==> src/rtl/lsu.sv <==
// -----------------------------------------------------------------------------
// lsu -- load/store unit between the pipeline and a single-port data memory.
//
// One request is handled at a time through IDLE -> ACCESS -> RESP:
//   IDLE   : request accepted and registered, fault decoded.
//   ACCESS : dmem_* driven for exactly one cycle; load data formatted and
//            captured.
//   RESP   : response held stable until resp_ready.
//
// Ports
//   clk, reset                      clock, synchronous active-high reset
//   req_valid/req_ready             request handshake
//   req_we, req_funct3              store flag, RV32I width/sign code
//   req_addr, req_wdata             byte address, right-justified store data
//   resp_valid/resp_ready           response handshake
//   resp_rdata, resp_fault          formatted load data, fault flag
//   dmem_addr, dmem_wdata           memory address and lane-replicated data
//   dmem_byte_en                    byte lanes relative to dmem_addr
//   dmem_wr_en, dmem_rd_en          single-cycle strobes
//   dmem_rdata                      combinational read data at dmem_addr
//
// Configuration
//   LSU_MISALIGN_TRAP_EN  defined  : misaligned H/W requests fault.
//                         undefined: misaligned H/W go to memory unaligned
//                                    (dmem_addr = req_addr, lane 0 data).
// -----------------------------------------------------------------------------
module lsu #(
   parameter int unsigned XLEN = 32
) (
   input  logic            clk,
   input  logic            reset,
   input  logic            req_valid,
   output logic            req_ready,
   input  logic            req_we,
   input  logic [2:0]      req_funct3,
   input  logic [XLEN-1:0] req_addr,
   input  logic [XLEN-1:0] req_wdata,
   output logic            resp_valid,
   input  logic            resp_ready,
   output logic [XLEN-1:0] resp_rdata,
   output logic            resp_fault,
   output logic [XLEN-1:0] dmem_addr,
   output logic [XLEN-1:0] dmem_wdata,
   output logic [3:0]      dmem_byte_en,
   output logic            dmem_wr_en,
   output logic            dmem_rd_en,
   input  logic [XLEN-1:0] dmem_rdata
);

   typedef enum logic [1:0] {IDLE, ACCESS, RESP} state_t;

   state_t          state_q, state_d;
   logic            we_q, we_d;
   logic [2:0]      f3_q, f3_d;
   logic [XLEN-1:0] addr_q, addr_d;
   logic [XLEN-1:0] wdata_q, wdata_d;
   logic            fault_q, fault_d;
   logic [XLEN-1:0] rdata_q, rdata_d;
   logic            rfault_q, rfault_d;

   logic            req_fault;
   logic            passthru;
   logic [4:0]      lane_sh;
   logic [XLEN-1:0] shifted;
   logic [XLEN-1:0] load_data;

   function automatic logic illegal_f3(input logic we, input logic [2:0] f3);
      if (we)
         return f3[2] || (f3[1:0] == 2'b11);
      else
         return (f3 == 3'b011) || (f3 == 3'b110) || (f3 == 3'b111);
   endfunction

   function automatic logic misaligned(input logic [2:0] f3, input logic [1:0] off);
      return ((f3[1:0] == 2'b01) && off[0]) ||
             ((f3[1:0] == 2'b10) && (off != 2'b00));
   endfunction

`ifdef LSU_MISALIGN_TRAP_EN
   assign req_fault = illegal_f3(req_we, req_funct3) ||
                      misaligned(req_funct3, req_addr[1:0]);
   assign passthru  = 1'b0;
`else
   assign req_fault = illegal_f3(req_we, req_funct3);
   // Only legal requests reach memory, so misaligned() on the registered
   // request is enough to select the unaligned path.
   assign passthru  = misaligned(f3_q, addr_q[1:0]);
`endif

   // Load lane selection and sign/zero extension.
   assign lane_sh = passthru ? 5'd0 : {addr_q[1:0], 3'b000};
   assign shifted = dmem_rdata >> lane_sh;

   always_comb begin
      load_data = shifted;
      case (f3_q)
         3'b000:  load_data = {{(XLEN-8){shifted[7]}},   shifted[7:0]};
         3'b100:  load_data = {{(XLEN-8){1'b0}},         shifted[7:0]};
         3'b001:  load_data = {{(XLEN-16){shifted[15]}}, shifted[15:0]};
         3'b101:  load_data = {{(XLEN-16){1'b0}},        shifted[15:0]};
         default: load_data = shifted;
      endcase
   end

   // State register
   always_ff @(posedge clk) begin
      if (reset)
         state_q <= IDLE;
      else
         state_q <= state_d;
   end

   // Next-state logic
   always_comb begin
      state_d = state_q;
      case (state_q)
         IDLE:    if (req_valid)  state_d = ACCESS;
         ACCESS:  state_d = RESP;
         RESP:    if (resp_ready) state_d = IDLE;
         default: state_d = IDLE;
      endcase
   end

   // Datapath registers
   always_comb begin
      we_d     = we_q;
      f3_d     = f3_q;
      addr_d   = addr_q;
      wdata_d  = wdata_q;
      fault_d  = fault_q;
      rdata_d  = rdata_q;
      rfault_d = rfault_q;
      if (state_q == IDLE && req_valid) begin
         we_d    = req_we;
         f3_d    = req_funct3;
         addr_d  = req_addr;
         wdata_d = req_wdata;
         fault_d = req_fault;
      end
      if (state_q == ACCESS) begin
         rdata_d  = (fault_q || we_q) ? '0 : load_data;
         rfault_d = fault_q;
      end
   end

   always_ff @(posedge clk) begin
      if (reset) begin
         we_q     <= 1'b0;
         f3_q     <= '0;
         addr_q   <= '0;
         wdata_q  <= '0;
         fault_q  <= 1'b0;
         rdata_q  <= '0;
         rfault_q <= 1'b0;
      end else begin
         we_q     <= we_d;
         f3_q     <= f3_d;
         addr_q   <= addr_d;
         wdata_q  <= wdata_d;
         fault_q  <= fault_d;
         rdata_q  <= rdata_d;
         rfault_q <= rfault_d;
      end
   end

   // Output logic
   always_comb begin
      req_ready    = (state_q == IDLE);
      resp_valid   = (state_q == RESP);
      resp_rdata   = rdata_q;
      resp_fault   = rfault_q;
      dmem_addr    = '0;
      dmem_wdata   = '0;
      dmem_byte_en = '0;
      dmem_wr_en   = 1'b0;
      dmem_rd_en   = 1'b0;
      if (state_q == ACCESS) begin
         dmem_addr = passthru ? addr_q : {addr_q[XLEN-1:2], 2'b00};
         case (f3_q[1:0])
            2'b00: begin
               dmem_byte_en = 4'b0001 << addr_q[1:0];
               dmem_wdata   = {(XLEN/8){wdata_q[7:0]}};
            end
            2'b01: begin
               dmem_byte_en = passthru ? 4'b0011 : (4'b0011 << addr_q[1:0]);
               dmem_wdata   = {(XLEN/16){wdata_q[15:0]}};
            end
            default: begin
               dmem_byte_en = 4'b1111;
               dmem_wdata   = wdata_q;
            end
         endcase
         dmem_wr_en = !fault_q &&  we_q;
         dmem_rd_en = !fault_q && !we_q;
      end
      // Reset overrides the ACCESS cycle so an interrupted store never commits.
      if (reset) begin
         dmem_addr    = '0;
         dmem_wdata   = '0;
         dmem_byte_en = '0;
         dmem_wr_en   = 1'b0;
         dmem_rd_en   = 1'b0;
      end
   end

endmodule

==> config.mk <==
export PLATFORM = sky130hd
export DESIGN_NAME = lsu
export DESIGN_NICKNAME = d
export VERILOG_FILES = /design/src/rtl/lsu.sv
export SDC_FILE = /design/constraint.sdc
export NUM_CORES = 1
export LEC_CHECK = 0
export ABC_AREA = 1
export BUFFER_PORTS_ARGS = -buffer_cell sky130_fd_sc_hd__buf_2
export CORE_ASPECT_RATIO = 0.75
export CORE_MARGIN = 3
export CORE_UTILIZATION = 44
export CTS_CLUSTER_DIAMETER = 40
export CTS_CLUSTER_SIZE = 16
export DETAILED_ROUTE_END_ITERATION = 8
export PLACE_DENSITY = 0.76
export SLEW_MARGIN = 20
export SYNTH_ARGS = -nofsm -noshare
export SYNTH_HDL_FRONTEND = slang
export SYNTH_SLANG_ARGS = --single-unit
==> constraint.sdc <==
create_clock -name clk -period 1.95 [get_ports clk]
set_input_delay 0.195 -clock clk [delete_from_list [all_inputs] [get_ports clk]]
set_output_delay 0.195 -clock clk [all_outputs]
set_load 0.005 [all_outputs]
==> results by group <==
Synthesis
  – Post-synth design cell area: 5260 um^2
  – Cell count after synthesis: around 800
  – Seq/Total Area, Yosys: 0.396
  – Share of Yosys cell area claimed by the top area cell type: 0.396
  – Top-count cell post-synth: nor2_1
  – Top_reg_cell synth: dfxtp_1
  – Synth top area cells: dfxtp_1 (40%), nor2_1 (14%), nand2_1 (13%)
  – Number of enable flip-flop cells after synthesis: 0
  – Netlist cell types: 31
  – Commonest cells post-synth: nor2_1 (192), nand2_1 (177), dfxtp_1 (104)
  – Post-Syn Nets: slightly above 900
  – Async S/R FF share, synth: 0
  – Synthesized area per cell: 6.54 um^2
  – Area leader, netlist: dfxtp_1
  – Synth Warn #: 0
  – Yosys reg bits: 104

Pwr
  – Peak supply drop: 0.543 mV
  – Power Density: 836 nW/um^2
  – Total power: around 5800 uW
  – Leakage dissipation: between 0.003 and 0.004 uW

Cells and area
  – Layout Nets: ~1100
  – Finished Layout Cells: 1162
  – Final Instance Area: 6980 um^2
  – Layout cells sized above 1: 0.303
  – Filler cells: roughly 1100
  – Multi-input gate area: 2820 um^2
  – Sequential cell area: 2090 um^2
  – Layout area overhead: 32.7%

Route
  – WL final: around 17 mm
  – Routed length per instance: between 10 and 15 um
  – Drt first pass iters: 5
  – Vias: 5951
  – Final antenna-violating net count: 0
  – Drc violations: 0
  – Vias/cell: 5.12
  – Iteration-0 DRC Markers: 434

STA
  – Setup Viol. Count Final: 0
  – Final min period: 1.86 ns
  – Setup ws final: 0.0947 ns
  – Final count of pins violating max slew: 0
  – Period Utilization, post-route: 0.951
  – Final Skew: 0.00772 ns
  – Hold Vio Cnt, Final: 0
  – Hold Slack: 0.0291 ns
  – Relative slew slack: 0.559
  – Max Fclk: about 540 MHz
  – Slew of the pin with the lowest slew margin: between 0.6 and 0.7 ns

Setup path
  – Critical Path Sink Type: output port
  – CP required: 1.75 ns
  – Worst-path fanout max: 6
  – Critical path launch point type: flip-flop
  – Crit path DAT: between 1.5 and 2 ns
  – Critical path class: flip-flop to output port

GRT
  – Grt ovf: 0
  – Total GRT Usage: 0.243
  – First-pass GRT wire length: 26.3 mm
  – Largest net degree at the start of global routing: 77
  – Vias in the first global route: 5215
  – Initial antenna violation count: 1

Placed design
  – # port buffers: between 200 and 250
  – Dpl cells: 1137
  – DP Wirelength: 12.1 mm
  – Area after DPL: roughly 6500 um^2
  – Pre-CTS setup slack: 0.145 ns
  – Global placer's final weighted congestion: 0.901

Clock tree
  – Clk pin slew, worst setup/hold paths: 0.07 ns
  – H-tree Lvls: 3
  – CTS tree: yes
  – Clk_lat worst skew: 0.34 ns
  – Sink Count: 104
  – Root Buffer: clkbuf_16
  – CTS Buf Count: 9
  – Longest Clk Path Bufs: 2
  – CTS Hold Bufs: 0

Run
  – Max-cap violations: 0

Status
  – Status: finished clean

Die
  – Placeable Area: 11300 um^2
  – Die area: 13300 um^2
  – Initial Util: 0.466
  – Chip height: 101 um
  – Chip width: 132 um
  – # IOs: 209
  – Site row count: 33

Hold path
  – Min-delay worst type: input port to flip-flop
## worst max-delay path, stage by stage, from the launching register on
cell,delay (ns)
dfxtp_2,0.32
inv_1,0.05
ha_1,0.20
inv_2,0.08
nand3_4,0.12
nand2_2,0.10
inv_2,0.05
nand2_1,0.06
nand2_1,0.06
o211ai_1,0.09
inv_1,0.05
buf_2,0.13
## layer usage
metal / track usage / routed length (um)
met1: 0.345 / 7980
met2: 0.366 / 7580
met3: 0.0649 / 1330
met4: 0.0655 / 255
met5: 0 / 0
## final timing paths
check,from,to,slack [ns],cells after the start
worst max-delay path,addr_q[0],dmem_byte_en[2],0.09,11
worst min-delay path,resp_ready,state_q[1],0.03,2
worst max register to register,addr_q[0],resp_rdata[19],0.10,11
worst min register to register,resp_rdata[30],resp_rdata[30],0.47,2
## area by class of cell
cell class | instances | area share
flip-flops and latches | 104 | 0.299
clock buffers | 10 | 0.0343
repair buffers | 242 | 0.195
well taps | 157 | 0.0282
multi-input cells | 605 | 0.404
diodes | 2 | 0.000717
inverters | 36 | 0.0199
clock inverters | 6 | 0.0197
## cell usage in the layout (no fill, tap or decap), drive strengths merged
cell type / instances
buf: 241
nor2: 193
clkinv: 2
dfxtp: 104
nand3: 57
o22ai: 8
nor3: 5
a21o: 1
inv: 36
o211ai: 8
a31oi: 1
a211oi: 1
o221ai: 1
clkbuf: 11
nand4: 3
o31ai: 1
o21ai: 80
nand2: 184
ha: 4
bufinv: 4
a21oi: 58
diode: 2
## report_power, final
part	internal (uW)	switching [uW]	leakage [uW]	total [uW]
clock	1430	818	0.000183	2240
combinational	456	719	0.00245	1180
sequential	2290	117	0.000857	2410
total	4180	1650	0.00349	5830
## flip-flops by register name, summed over array words and instances (netlist names)
signal      flops
resp_fault      1
state_q         2
addr_q         32
f3_q            3
we_q            1
resp_rdata     32
wdata_q        32
fault_q         1
## cells by family (layout without fill, tap and decap cells)
kind of cell,after synthesis,in the layout,share of synthesized area
other cells,0,2,0
flops,104,104,0.396
fa+ha+maj,4,4,0.00952
buf+inv,95,294,0.0793
compound gates,159,159,0.164
simple gates,442,442,0.351
## metrics by stage
stage	setup TNS, ns	util
after floorplan	0	-
after global placement	0	0.573
after detailed placement	0	0.573
after CTS	0	0.610
after global routing	-0.0779	0.619
final	0	0.619
## repair_timing
action	in CTS	in global routing
setup buffers	3	3
setup endpoints to repair	21	44
resized for setup	5	17
gates cloned	0	1
pin swaps	2	2
endpoints found under the hold margin	0	0
No activity file was read; power rests on OpenSTA's default activity.
